`config.mk`:
```
export PLATFORM = sky130hd
export DESIGN_NAME = debug_frame_serializer
export DESIGN_NICKNAME = d
export VERILOG_FILES = /design/src/rtl/debug_frame_serializer_pkg.sv /design/src/rtl/debug_sync_fifo.sv /design/src/rtl/debug_frame_serializer.sv
export SDC_FILE = /design/constraint.sdc
export NUM_CORES = 1
export LEC_CHECK = 0
export ABC_CLOCK_PERIOD_IN_PS = 5650
export CAP_MARGIN = 10
export CORE_MARGIN = 4
export CORE_UTILIZATION = 35
export CTS_BUF_LIST = sky130_fd_sc_hd__clkbuf_16
export CTS_CLUSTER_DIAMETER = 100
export DETAILED_ROUTE_END_ITERATION = 8
export GPL_ROUTABILITY_DRIVEN = 0
export MAX_ROUTING_LAYER = met4
export SKIP_LAST_GASP = 1
export SLEW_MARGIN = 10
export SYNTH_ARGS = -nofsm -noshare
export SYNTH_HDL_FRONTEND = slang
export SYNTH_SLANG_ARGS = --single-unit
```
`constraint.sdc`:
```
create_clock -name i_clock -period 5.65 [get_ports i_clock]
set_clock_uncertainty 0.1 [all_clocks]
set_input_delay 1.13 -clock i_clock [delete_from_list [all_inputs] [get_ports i_clock]]
set_output_delay 1.13 -clock i_clock [all_outputs]
set_load 0.01 [all_outputs]
```
`src/rtl/debug_frame_serializer_pkg.sv`:
```
// Shared debug-unit constants: controller IDs, bus widths and the capture FSM encoding.
package debug_frame_serializer_pkg;

   localparam int DBG_NB_BYTE          = 8;
   localparam int DBG_NB_CONTROL_FRAME = 32;
   localparam int DBG_NB_ID            = 6;

   localparam logic [DBG_NB_ID-1:0] DBG_IDLE_ID      = 6'b111111;
   localparam logic [DBG_NB_ID-1:0] DBG_MEMORY_ID    = 6'b000000;
   localparam logic [DBG_NB_ID-1:0] DBG_REGISTERS_ID = 6'b000001;
   localparam logic [DBG_NB_ID-1:0] DBG_LATCHES_ID   = 6'b000010;

   typedef enum logic [1:0] {
      ST_IDLE,
      ST_REQUEST,
      ST_CAPTURE,
      ST_RELEASE
   } capture_state_t;

endpackage

```
`src/rtl/debug_sync_fifo.sv`:
```
// Synchronous first-word-fall-through FIFO; a push into a full FIFO only lands if a pop frees a slot.
module debug_sync_fifo
   import debug_frame_serializer_pkg::*;
#(
   parameter int NB_DATA    = DBG_NB_CONTROL_FRAME,
   parameter int LOG2_DEPTH = 3
) (
   input  logic               i_clock,
   input  logic               i_reset,
   input  logic               i_push,
   input  logic               i_pop,
   input  logic [NB_DATA-1:0] i_data,
   output logic [NB_DATA-1:0] o_data,
   output logic               o_full,
   output logic               o_empty
);

   localparam int DEPTH = 2**LOG2_DEPTH;

   logic [NB_DATA-1:0]    mem [DEPTH];
   logic [LOG2_DEPTH-1:0] wr_ptr;
   logic [LOG2_DEPTH-1:0] rd_ptr;
   logic [LOG2_DEPTH:0]   count;
   logic                  do_push;
   logic                  do_pop;

   assign o_full  = (count == (LOG2_DEPTH+1)'(DEPTH));
   assign o_empty = (count == '0);
   assign do_pop  = i_pop && !o_empty;
   assign do_push = i_push && (!o_full || do_pop);
   assign o_data  = mem[rd_ptr];

   always_ff @(posedge i_clock) begin
      if (i_reset) begin
         wr_ptr <= '0;
         rd_ptr <= '0;
         count  <= '0;
      end else begin
         if (do_push) wr_ptr <= wr_ptr + 1'b1;
         if (do_pop)  rd_ptr <= rd_ptr + 1'b1;
         case ({do_push, do_pop})
            2'b10:   count <= count + 1'b1;
            2'b01:   count <= count - 1'b1;
            default: count <= count;
         endcase
      end
   end

   // Storage carries no reset; pointers and count define what is valid.
   always_ff @(posedge i_clock) begin
      if (do_push) mem[wr_ptr] <= i_data;
   end

endmodule

```
`src/rtl/debug_frame_serializer.sv`:
```
// Requests frames from one debug controller, buffers them and streams them to the UART MSB-first.
module debug_frame_serializer
   import debug_frame_serializer_pkg::*;
#(
   parameter int                     NB_CONTROL_FRAME = DBG_NB_CONTROL_FRAME,
   parameter int                     NB_BYTE          = DBG_NB_BYTE,
   parameter int                     LOG2_FIFO_DEPTH  = 3,
   parameter int                     NB_TIMEOUT       = 5,
   parameter logic [DBG_NB_ID-1:0]   IDLE_ID          = DBG_IDLE_ID
) (
   input  logic                        i_clock,
   input  logic                        i_reset,
   input  logic                        i_start,
   input  logic [DBG_NB_ID-1:0]        i_controller_id,
   output logic [DBG_NB_ID-1:0]        o_request_select,
   input  logic [NB_CONTROL_FRAME-1:0] i_frame,
   input  logic                        i_writing,
   output logic [NB_BYTE-1:0]          o_tx_data,
   output logic                        o_tx_valid,
   input  logic                        i_tx_ready,
   output logic                        o_busy,
   output logic                        o_overflow,
   output logic                        o_timeout
);

   localparam int NB_BYTES_PER_FRAME = NB_CONTROL_FRAME / NB_BYTE;
   localparam int NB_INDEX           = (NB_BYTES_PER_FRAME > 1) ? $clog2(NB_BYTES_PER_FRAME) : 1;
   localparam logic [NB_INDEX-1:0] LAST_INDEX = NB_INDEX'(NB_BYTES_PER_FRAME - 1);

   capture_state_t              state_q, state_d;
   logic [DBG_NB_ID-1:0]        id_q, id_d;
   logic [DBG_NB_ID-1:0]        select_q, select_d;
   logic [NB_TIMEOUT-1:0]       tmo_cnt_q, tmo_cnt_d;
   logic                        timeout_q, timeout_d;
   logic                        overflow_q, overflow_d;
   logic                        start_accept;
   logic                        push;

   logic [NB_CONTROL_FRAME-1:0] shift_q, shift_d;
   logic [NB_INDEX-1:0]         idx_q, idx_d;
   logic                        valid_q, valid_d;
   logic                        pop;

   logic [NB_CONTROL_FRAME-1:0] fifo_data;
   logic                        fifo_full;
   logic                        fifo_empty;

   debug_sync_fifo #(
      .NB_DATA    (NB_CONTROL_FRAME),
      .LOG2_DEPTH (LOG2_FIFO_DEPTH)
   ) u_fifo (
      .i_clock (i_clock),
      .i_reset (i_reset),
      .i_push  (push),
      .i_pop   (pop),
      .i_data  (i_frame),
      .o_data  (fifo_data),
      .o_full  (fifo_full),
      .o_empty (fifo_empty)
   );

   always_ff @(posedge i_clock) begin
      if (i_reset) begin
         state_q    <= ST_IDLE;
         id_q       <= IDLE_ID;
         select_q   <= IDLE_ID;
         tmo_cnt_q  <= '0;
         timeout_q  <= 1'b0;
         overflow_q <= 1'b0;
         shift_q    <= '0;
         idx_q      <= '0;
         valid_q    <= 1'b0;
      end else begin
         state_q    <= state_d;
         id_q       <= id_d;
         select_q   <= select_d;
         tmo_cnt_q  <= tmo_cnt_d;
         timeout_q  <= timeout_d;
         overflow_q <= overflow_d;
         shift_q    <= shift_d;
         idx_q      <= idx_d;
         valid_q    <= valid_d;
      end
   end

   always_comb begin
      state_d      = state_q;
      id_d         = id_q;
      tmo_cnt_d    = tmo_cnt_q;
      timeout_d    = timeout_q;
      start_accept = 1'b0;
      push         = 1'b0;
      case (state_q)
         ST_IDLE: begin
            tmo_cnt_d = '0;
            if (i_start) begin
               start_accept = 1'b1;
               id_d         = i_controller_id;
               timeout_d    = 1'b0;
               state_d      = ST_REQUEST;
            end
         end
         ST_REQUEST: begin
            // Timeout fires on the cycle the count would reach all-ones: 2**NB_TIMEOUT-1 cycles waited.
            tmo_cnt_d = tmo_cnt_q + 1'b1;
            if (i_writing) begin
               push    = 1'b1;
               state_d = ST_CAPTURE;
            end else if (tmo_cnt_d == '1) begin
               timeout_d = 1'b1;
               state_d   = ST_RELEASE;
            end
         end
         ST_CAPTURE: begin
            if (i_writing) push = 1'b1;
            else           state_d = ST_RELEASE;
         end
         ST_RELEASE: state_d = ST_IDLE;
         default:    state_d = ST_IDLE;
      endcase
      select_d = (state_d == ST_REQUEST || state_d == ST_CAPTURE) ? id_d : IDLE_ID;
   end

   always_comb begin
      overflow_d = overflow_q;
      if (start_accept)                      overflow_d = 1'b0;
      else if (push && fifo_full && !pop)    overflow_d = 1'b1;
   end

   // Reloading on the last byte's transfer keeps o_tx_valid continuous across words.
   always_comb begin
      shift_d = shift_q;
      idx_d   = idx_q;
      valid_d = valid_q;
      pop     = 1'b0;
      if (!valid_q) begin
         if (!fifo_empty) begin
            pop     = 1'b1;
            shift_d = fifo_data;
            idx_d   = '0;
            valid_d = 1'b1;
         end
      end else if (i_tx_ready) begin
         if (idx_q == LAST_INDEX) begin
            if (!fifo_empty) begin
               pop     = 1'b1;
               shift_d = fifo_data;
               idx_d   = '0;
            end else begin
               shift_d = '0;
               idx_d   = '0;
               valid_d = 1'b0;
            end
         end else begin
            shift_d = shift_q << NB_BYTE;
            idx_d   = idx_q + 1'b1;
         end
      end
   end

   assign o_request_select = select_q;
   assign o_tx_data        = shift_q[NB_CONTROL_FRAME-1 -: NB_BYTE];
   assign o_tx_valid       = valid_q;
   assign o_busy           = (state_q != ST_IDLE) || !fifo_empty || valid_q;
   assign o_overflow       = overflow_q;
   assign o_timeout        = timeout_q;

endmodule

```
# Yosys cells after proc, flatten, opt, wreduce, memory -nomap -nowiden

Memories as Yosys holds them, arrays and structs flattened. A register that Yosys moved wholly into a read port is not among the register bits.
Index checks and enable logic that the tools add are counted.

Output and inout bits: 18
Register bits after elaboration: 66
Logic and storage cells: 93
Memories: 1
Bits in writable memories: 256
Bits of input ports: 43

Memories:

| memory     | depth | width | read ports | clocked after Yosys merged registers in | write ports | line                  | text |
|---|---|---|---|---|---|---|---|
| u_fifo.mem | 8     | 32    | 1          | 1                                       | 1           | debug_sync_fifo.sv:20 | `logic [NB_DATA-1:0] mem [DEPTH];` |

Bitwise logic cells: 1
Equality and inequality tests: 15
Add/sub/neg operators: 6
Multiplexer cells: 37
Reduce and logical (&&, ||, !) cells: 21

Operators by type and width:

| kind                                                                | number |
|---|---|
| 32-bit two-way mux                                                  | 5 |
| 1-bit two-way mux                                                   | 16 |
| 2-bit two-way mux                                                   | 8 |
| 6-bit two-way mux                                                   | 2 |
| 2-bit == test (second input constant)                               | 5 |
| 2-bit != test (second input constant)                               | 5 |
| 5-bit case mux with 2 select lines                                  | 1 |
| 2-bit case mux with 4 select lines                                  | 1 |
| 4-bit case mux with 2 select lines                                  | 1 |
| 3-bit by 1-bit adder with 3-bit output (second input constant)      | 2 |
| 2-bit by 1-bit == test with 1-bit output (second input constant)    | 3 |
| 3-bit two-way mux                                                   | 2 |
| 2-bit nonzero test                                                  | 3 |
| 2-bit OR reduction                                                  | 3 |
| 5-bit by 1-bit adder with 5-bit output (second input constant)      | 1 |
| 5-bit == test (second input constant)                               | 1 |
| 4-bit by 1-bit adder with 4-bit output (second input constant)      | 1 |
| 4-bit == test (second input constant)                               | 1 |
| 1-bit logical AND                                                   | 4 |
| 4-bit logical NOT                                                   | 1 |
| 1-bit logical OR                                                    | 4 |
| 4-bit AND reduction                                                 | 1 |
| 4-bit by 1-bit subtractor with 4-bit output (second input constant) | 1 |
| 1-bit logical NOT                                                   | 3 |
| 5 further kinds                                                     | 5 |

# Depth between registers and ports, before layout

Gate-level depths: netlist of the first run.

Word-level depth: 10
Mapped depth: 12
Gate-level depth less buffers: 12

# Cells and area by module

From an unflattened synthesis of the first run, not the netlist that was laid out.

Cell total of the unflattened synthesis: 734
Area, all modules: 13002.5 sq um

By module, submodules not included:

| module                 | area an instance (sq um) | cells an instance | instances | sequential area each (sq um) |
|---|---|---|---|---|
| debug_sync_fifo        | 10510.1                  | 453               | 1         | 7947.6 |
| debug_frame_serializer | 2492.4                   | 281               | 1         | 1121.1 |

# Worst setup path after synthesis of the first run

Ideal clock, no wire load.

Path type: input-to-reg
Start: input port i_tx_ready
End: memory u_fifo.mem[2][0] (netlist name), enable pin
Buffers on the path: 0
Slack: -0.181 ns
Library setup time: 0.513 ns
Required time: 5.037 ns
Stages: 4
Arrival time: 5.218 ns
Path through: a21boi_0 > a31oi_1 > inv_1 > nor4b_1

Longest elaborated chain between the ends: 7

RTL lines:

| what                                    | line                          | text |
|---|---|---|
| start, declared                         | debug_frame_serializer.sv:20  | `input logic i_tx_ready,` |
| 1-bit two-way mux                       | debug_frame_serializer.sv:143 | `end else if (i_tx_ready) begin` |
| 1-bit two-way mux                       | debug_frame_serializer.sv:136 | `if (!valid_q) begin` |
| 1-bit logical AND                       | debug_sync_fifo.sv:29         | `assign do_pop = i_pop && !o_empty;` |
| 1-bit logical OR                        | debug_sync_fifo.sv:30         | `assign do_push = i_push && (!o_full \|\| do_pop);` |
| 1-bit logical AND                       | debug_sync_fifo.sv:30         |  |
| 1-bit two-way mux                       | debug_sync_fifo.sv:51         | `if (do_push) mem[wr_ptr] <= i_data;` |
| 1-bit two-way mux (implied by the code) | debug_sync_fifo.sv:51         |  |
| end, declared                           | debug_sync_fifo.sv:20         |  |

No other way between the ends.

# Final worst setup path of the first run

Start: input port i_tx_ready
End: register u_fifo.count[2]

Longest elaborated chain between the ends: 7
Elaborated cells on any way between the ends: 9
Classes of those cells: eq/ne: 2; mux: 3; reduce/logical: 4

RTL lines:

| what                                                                      | line                          | text |
|---|---|---|
| 1-bit two-way mux *                                                       | debug_frame_serializer.sv:143 |  |
| 1-bit two-way mux *                                                       | debug_frame_serializer.sv:136 |  |
| 1-bit logical AND *                                                       | debug_sync_fifo.sv:29         |  |
| 1-bit logical OR                                                          | debug_sync_fifo.sv:30         |  |
| 1-bit logical AND                                                         | debug_sync_fifo.sv:30         |  |
| 2-bit by 1-bit == test with 1-bit output or 2-bit == test (tied branches) | debug_sync_fifo.sv:41         | `case ({do_push, do_pop})` |
| 4-bit case mux with 2 select lines or 2-bit nonzero test (tied branches)  | --                            |  |
| end signal, assigned                                                      | debug_sync_fifo.sv:42         | `2'b10: count <= count + 1'b1;` |
| end signal, assigned                                                      | debug_sync_fifo.sv:43         | `2'b01: count <= count - 1'b1;` |
| end signal, assigned                                                      | debug_sync_fifo.sv:44         | `default: count <= count;` |
| end, declared                                                             | debug_sync_fifo.sv:23         | `logic [LOG2_DEPTH:0] count;` |

Mark *: on every way between the ends. The rest lies on a longest branch, timed or not.
A chain may end at the register's enable or synchronous reset.

==> flow_metrics.env, run 1 <==
export IMPL_synth_edff_count=256
export IMPL_post_cts_buffers=0
export IMPL_worstSkewPairLatency_ps=510
export IMPL_synthTopCellsByArea="edfxtp_1 (59%), dfxtp_1 (11%), mux4_1 (6.0%), mux4_2 (5.9%), mux2_2 (2.8%)"
export IMPL_seq_area_um2=9070
export IMPL_clock_sinks=325
export IMPL_via_per_inst=5.10
export IMPL_min_path_cells=1
export IMPL_drc=0
export IMPL_drive_gt1_share_pct=20.9
export IMPL_synth_distinct_cells=54
export IMPL_syn_nets=767
export IMPL_synth_top_area_cell="edfxtp_1"
export IMPL_synth_top_cell_area_share_pct=58.9
export IMPL_drt_initial_drc_count=491
export IMPL_synth_seq_cells=325
export IMPL_die_h_um=201
export IMPL_cp_arrival_ps=4100
export IMPL_die_w_um=201
export IMPL_grt_max_degree=62
export IMPL_cap_violations=0
export IMPL_ys_seq_area_share_pct=69.5
export IMPL_crit_fanout=13
export IMPL_r2r_worst_path_cells=10
export IMPL_r2r_start="idx_q[0]"
export IMPL_tns_ps=0
export IMPL_min_path_type="reg -> reg"
export IMPL_critPathLaunchType="input port"
export IMPL_yosysWarnings=0
export IMPL_n_antenna_cell=0
export IMPL_cts_buffers=34
export IMPL_firstDrtPassIters=4
export IMPL_slew_limit_headroom_pct=32.9
export IMPL_syn_to_final_growth_pct=15.6
export IMPL_design_area_um2=15100
export IMPL_crit_required_ps=5980
export IMPL_ctsResizeCount=0
export IMPL_hold_buffers=0
export IMPL_ir_drop_uv=227
export IMPL_syn_area_um2=13000
export IMPL_regToRegSetupSlack_ps=2540
export IMPL_cts_tree="built"
export IMPL_fill_cells=3247
export IMPL_r2r_end="u_fifo.count[2]"
export IMPL_avgSynthCellArea_um2=18.3
export IMPL_critical_path_class="in -> reg"
export IMPL_core_area_um2=36700
export IMPL_io_buffer_count=60
export IMPL_slew_viol_final=0
export IMPL_clockBufferDepth=3
export IMPL_crit_path_end_kind="register"
export IMPL_detail_route_antenna_nets=0
export IMPL_wirelength_um=25800
export IMPL_tightest_slew_ps=1000
export IMPL_overflow=0
export IMPL_cts_root_buf="clkbuf_16"
export IMPL_dpl_cell_area_um2=14100
export IMPL_status="complete, no violations"
export IMPL_dieArea_um2=40400
export IMPL_fin_hold_ws_ps=350
export IMPL_fin_crit_sh_pct=66.8
export IMPL_setup_viol=0
export IMPL_min_to="id_q[4]"
export IMPL_fin_nets=826
export IMPL_dr_total_vias=6444
export IMPL_clk_pin_slew_ps=60
export IMPL_power_density_nw_per_um2=421
export IMPL_grt_pass1_vias=6574
export IMPL_layout_min_cycle_time_ps=3780
export IMPL_dp_hpwl_um=14700
export IMPL_ys_flop_type="edfxtp_1"
export IMPL_wire_per_inst_um=20.4
export IMPL_fin_util_pct=41.1
export IMPL_hold_viol_final=0
export IMPL_grt_pass1_wl_um=40400
export IMPL_multiInputGateArea_um2=3670
export IMPL_io_pins=61
export IMPL_synthCells=713
export IMPL_rsz0062_at_grt="false"
export IMPL_start_util_pct=35.5
export IMPL_leakage_nw=4.84
export IMPL_grt_antenna_before_repair=0
export IMPL_track_usage_pct=13.1
export IMPL_min_delay_start="id_q[4]"
export IMPL_fmax_mhz=265
export IMPL_synthArstFlopShare_pct=0
export IMPL_htree_levels=2
export IMPL_fp_row_count=70
[logic make-up after synthesis]
family          synth area share (%)
flops                           69.5
simple gates                    5.53
mux                             15.2
compound gates                  5.02
buf+inv                         2.89
xor+xnor                       0.806
fa+ha+maj                       1.06
[sequential cells by signal, indices dropped and copies added (netlist names), named ones only]
signal and cells:
u_fifo.rd_ptr 3, id_q 6, o_request_select 6, u_fifo.count 4, idx_q 2, o_tx_valid 1
u_fifo.wr_ptr 3, o_timeout 1, tmo_cnt_q 5, o_overflow 1, u_fifo.mem 256, shift_q 32
state_q 2
[per-stage QoR]
stage / power (mW) / worst slack [ps] / std cells
2_1_floorplan: 4.06 / 137 / 713
3_3_place_gp: 4.37 / 1430 / 1204
3_5_place_dp: 4.39 / 1350 / 1204
4_1_cts: 6.43 / 1870 / 1263
5_1_grt: 6.68 / 1570 / 1263
6_report: 6.35 / 1870 / 1263
[cell usage after synthesis, types with 2 or more instances]
cell type and count:
a211o_1 6, a21oi_1 11, a221oi_1 3, a221oi_2 21, a22oi_1 8, and3_1 6
buf_2 7, buf_4 12, buf_6 12, clkbuf_1 15, dfxtp_1 69, dlygate4sd1_1 2
edfxtp_1 256, ha_1 11, inv_1 7, mux2_2 33, mux2i_1 3, mux4_1 30
mux4_2 34, nand2_1 12, nand2b_1 8, nand3_1 3, nand3b_1 3, nor2_1 59
nor2b_1 4, nor3_1 25, nor3_2 6, nor3b_1 4, nor4_1 2, nor4b_1 2
nor4bb_1 2, o21ai_0 5, xnor2_1 6, xor2_1 6
[worst max path at each step]
stage                    start                to  slack (ps)  depth (start not counted)
finish              i_tx_ready   u_fifo.count[2]        1870                         10
global route        i_tx_ready   u_fifo.count[2]        1570                         10
CTS                 i_tx_ready   u_fifo.count[2]        1870                         10
detailed placement  i_tx_ready   u_fifo.count[2]        1350                         10
global placement    i_tx_ready   u_fifo.count[2]        1430                         10
floorplan           i_tx_ready  u_fifo.mem[0][0]         140                          4
[layer usage]
layer  part of all wire [%]  global-route usage, %  up-vias
li1                       -                      -     2991
met1                     48                   18.5     3306
met2                     47                   20.2      120
met3                    3.4                   2.28       27
met4                    1.3                   3.05        0
met5                      0                      -        -
[area by class of cell]
cell class / instances / share of cell area, %
clock buffers: 35 / 5.81
multi-input cells: 331 / 24.3
clock inverters: 24 / 0.830
flip-flops and latches: 325 / 60.2
inverters: 7 / 0.174
repair buffers: 73 / 4.77
well taps: 468 / 3.89
[worst max-delay path: stages]
cell and delay [ps]:
clkdlybuf4s50_1 600, a21boi_0 200, nor2_1 800, ha_1 390, xor2_1 170, ha_1 160, a21oi_1 50, xor2_1 160
or3_1 310, a21oi_1 130
[cell usage in the layout, fill, tap and decap left out, drive strengths merged, types with 6 or more instances in the layout]
master | netlist | final
mux4 | 64 | 64
dfxtp | 69 | 69
a21oi | 11 | 11
nor3 | 31 | 31
xnor2 | 6 | 6
clkinv | 0 | 9
a22oi | 8 | 8
xor2 | 6 | 6
ha | 11 | 11
buf | 32 | 14
clkbuf | 15 | 35
nand2 | 13 | 13
clkdlybuf4s50 | 0 | 59
nor2 | 59 | 59
inv | 7 | 21
nand2b | 8 | 8
a221oi | 24 | 24
a211o | 6 | 6
edfxtp | 256 | 256
and3 | 6 | 6
mux2 | 33 | 33
[report_power, final]
group	switching (mW)	leakage (nW)	internal (mW)
logic	0.775	1.44	0.651
registers	0.171	2.87	2.73
clock network	0.860	0.534	1.16
total	1.81	4.84	4.54
(Power assumes the default switching activity.)
==> run 2: changes to the inputs <==
ABC_CLOCK_PERIOD_IN_PS = 3250   (was 5650)
clock period = 3.25 ns   (was 5.65 ns; I/O delays follow)
==> run 2 against run 1 <==
  * Worst hold slack better by 3.0 ps
  * Die area unchanged
  * Utilization up 0.91 points
  * Cell count up 1.9%
  * Largest power group unchanged
  * Sequential share of layout area down 1.3 points
  * Design area up 2.2%
  * Via count up 0.93%
==> flow_metrics.env, run 2 (same netlist as run 1, synthesis figures left out) <==
export IMPL_hold_viol_final=0
export IMPL_critPathSlowestCell="ha_1"
export IMPL_overflow=0
export IMPL_fp_row_count=70
export IMPL_critPathBufInv=2
export IMPL_r2r_start="state_q[1]"
export IMPL_p_int_mw=8.05
export IMPL_fin_util_pct=42.0
export IMPL_dp_slack_ps=203
export IMPL_hold_buffers=0
export IMPL_dp_hpwl_um=15800
export IMPL_regToRegSetupSlack_ps=730
export IMPL_worstSkewPairLatency_ps=520
export IMPL_p_sw_mw=3.22
export IMPL_grtUsageMet3_pct=2.31
export IMPL_min_delay_start="id_q[4]"
export IMPL_fin_crit_sh_pct=90.0
export IMPL_min_to="id_q[4]"
export IMPL_grt_pass1_vias=6736
export IMPL_gr_usage_met2_pct=20.6
export IMPL_crit_family="buffers and inverters"
export IMPL_cap_violations=0
export IMPL_crit_required_ps=2500
export IMPL_min_path_type="reg -> reg"
export IMPL_clock_sinks=325
export IMPL_wire_per_inst_um=20.1
export IMPL_tightest_slew_ps=708
export IMPL_syn_to_final_growth_pct=18.1
export IMPL_critPathLaunchType="register"
export IMPL_fmax_mhz=342
export IMPL_p_clk_share_pct=32.3
export IMPL_grt_pass1_wl_um=40500
export IMPL_track_usage_pct=13.2
export IMPL_n_antenna_cell=0
export IMPL_top_usage_layer="met2"
export IMPL_htree_levels=2
export IMPL_grt_max_degree=34
export IMPL_top_regs="u_fifo.mem: 256 flops, shift_q: 32 flops"
export IMPL_rsz0062_at_grt="false"
export IMPL_drt_initial_drc_count=426
export IMPL_grt_antenna_before_repair=0
export IMPL_die_w_um=201
export IMPL_leakage_nw=5.00
export IMPL_power_density_nw_per_um2=732
export IMPL_crit_path_max_incr_delay_ps=600
export IMPL_fin_hold_ws_ps=353
export IMPL_slew_viol_final=0
export IMPL_via_per_inst=5.05
export IMPL_layout_min_cycle_time_ps=2930
export IMPL_dr_total_vias=6504
export IMPL_wirelength_um=25900
export IMPL_slew_limit_headroom_pct=52.8
export IMPL_crit_fanout=22
export IMPL_setup_ws_ps=324
export IMPL_core_area_um2=36700
export IMPL_cts_buffers=35
export IMPL_final_common_cell="edfxtp_1"
export IMPL_tns_ps=0
export IMPL_die_h_um=201
export IMPL_post_cts_buffers=0
export IMPL_largest_reg_flops=256
export IMPL_fin_nets=846
export IMPL_top_register="u_fifo.mem"
export IMPL_firstDrtPassIters=4
export IMPL_crit_path_end_kind="output pin"
export IMPL_final_cell_mix="edfxtp_1 (256), dfxtp_1 (67), clkdlybuf4s50_1 (59), nor2_1 (58), clkbuf_16 (36)"
export IMPL_critical_path_class="reg -> out"
export IMPL_path_cells="inv_1 -> ha_1 -> nand3b_1 -> clkdlybuf4s50_1"
export IMPL_r2r_end="u_fifo.count[2]"
export IMPL_min_path_cells=1
export IMPL_met1_usage_pct=18.2
export IMPL_dieArea_um2=40400
export IMPL_clk_pin_slew_ps=60
export IMPL_pwr_share_comb_pct=23.8
export IMPL_detail_route_antenna_nets=0
export IMPL_cp_arrival_ps=2180
export IMPL_cts_root_buf="clkbuf_16"
export IMPL_switching_share_pct=28.6
export IMPL_ctsResizeCount=0
export IMPL_start_util_pct=35.5
export IMPL_io_buffer_count=60
export IMPL_cts_tree="built"
export IMPL_seqPwrFrac_pct=43.9
export IMPL_io_pins=61
export IMPL_status="complete, no violations"
export IMPL_r2r_worst_path_cells=12
export IMPL_setup_viol=0
export IMPL_drive_gt1_share_pct=23.4
export IMPL_drc=0
export IMPL_ir_drop_uv=328
export IMPL_clockBufferDepth=3
run 2: cell types whose count changed in the layout (fill, tap and decap cells not counted), moves of 2 or more:
cell,previous run,this run
buf_12,2,11
buf_4,11,21
clkinv_1,8,6
clkinv_2,1,6
run 2: layout make-up:
class	instances	area (um^2)
clock buffer	36	901
clock inverter	28	163
fill	3209	21300
inverter	7	26.3
multi-input combinational	331	3680
sequential	325	9070
tap	468	586
timing repair buffer	92	973
run 2: metal layers:
layer	up-vias	part of all wire, %
met5	-	0
met4	0	1.6
met3	35	3.9
met2	133	47
met1	3310	47
li1	3026	-
run 2: how the worst max path moves through the flow:
stage | startpoint | endpoint | slack [ps] | depth (start not counted)
final | state_q[0] | o_busy | 320 | 4
after global routing | state_q[0] | o_busy | 170 | 4
after CTS | state_q[0] | o_busy | 280 | 4
after detailed placement | i_writing | u_fifo.count[3] | 200 | 11
after global placement | i_tx_ready | u_fifo.count[2] | 230 | 11
after floorplan | i_tx_ready | u_fifo.mem[6][0] | -1050 | 4
run 2: power by group through the flow:
stage	registers [mW]	clock network, mW	logic, mW
detailed placement	5.04	0	2.70
finish	4.95	3.65	2.68
floorplan	4.96	0	2.09
global placement	5.04	0	2.69
CTS	4.96	3.75	2.71
global route	4.99	3.93	2.94
run 2: metrics by stage:
stage / std cells / area, um^2 / total power, mW
6_report: 1287 / 15400 / 11.3
5_1_grt: 1287 / 15400 / 11.9
4_1_cts: 1287 / 15400 / 11.4
3_5_place_dp: 1223 / 14300 / 7.74
3_3_place_gp: 1223 / 14300 / 7.72
2_1_floorplan: 713 / 13100 / 7.05
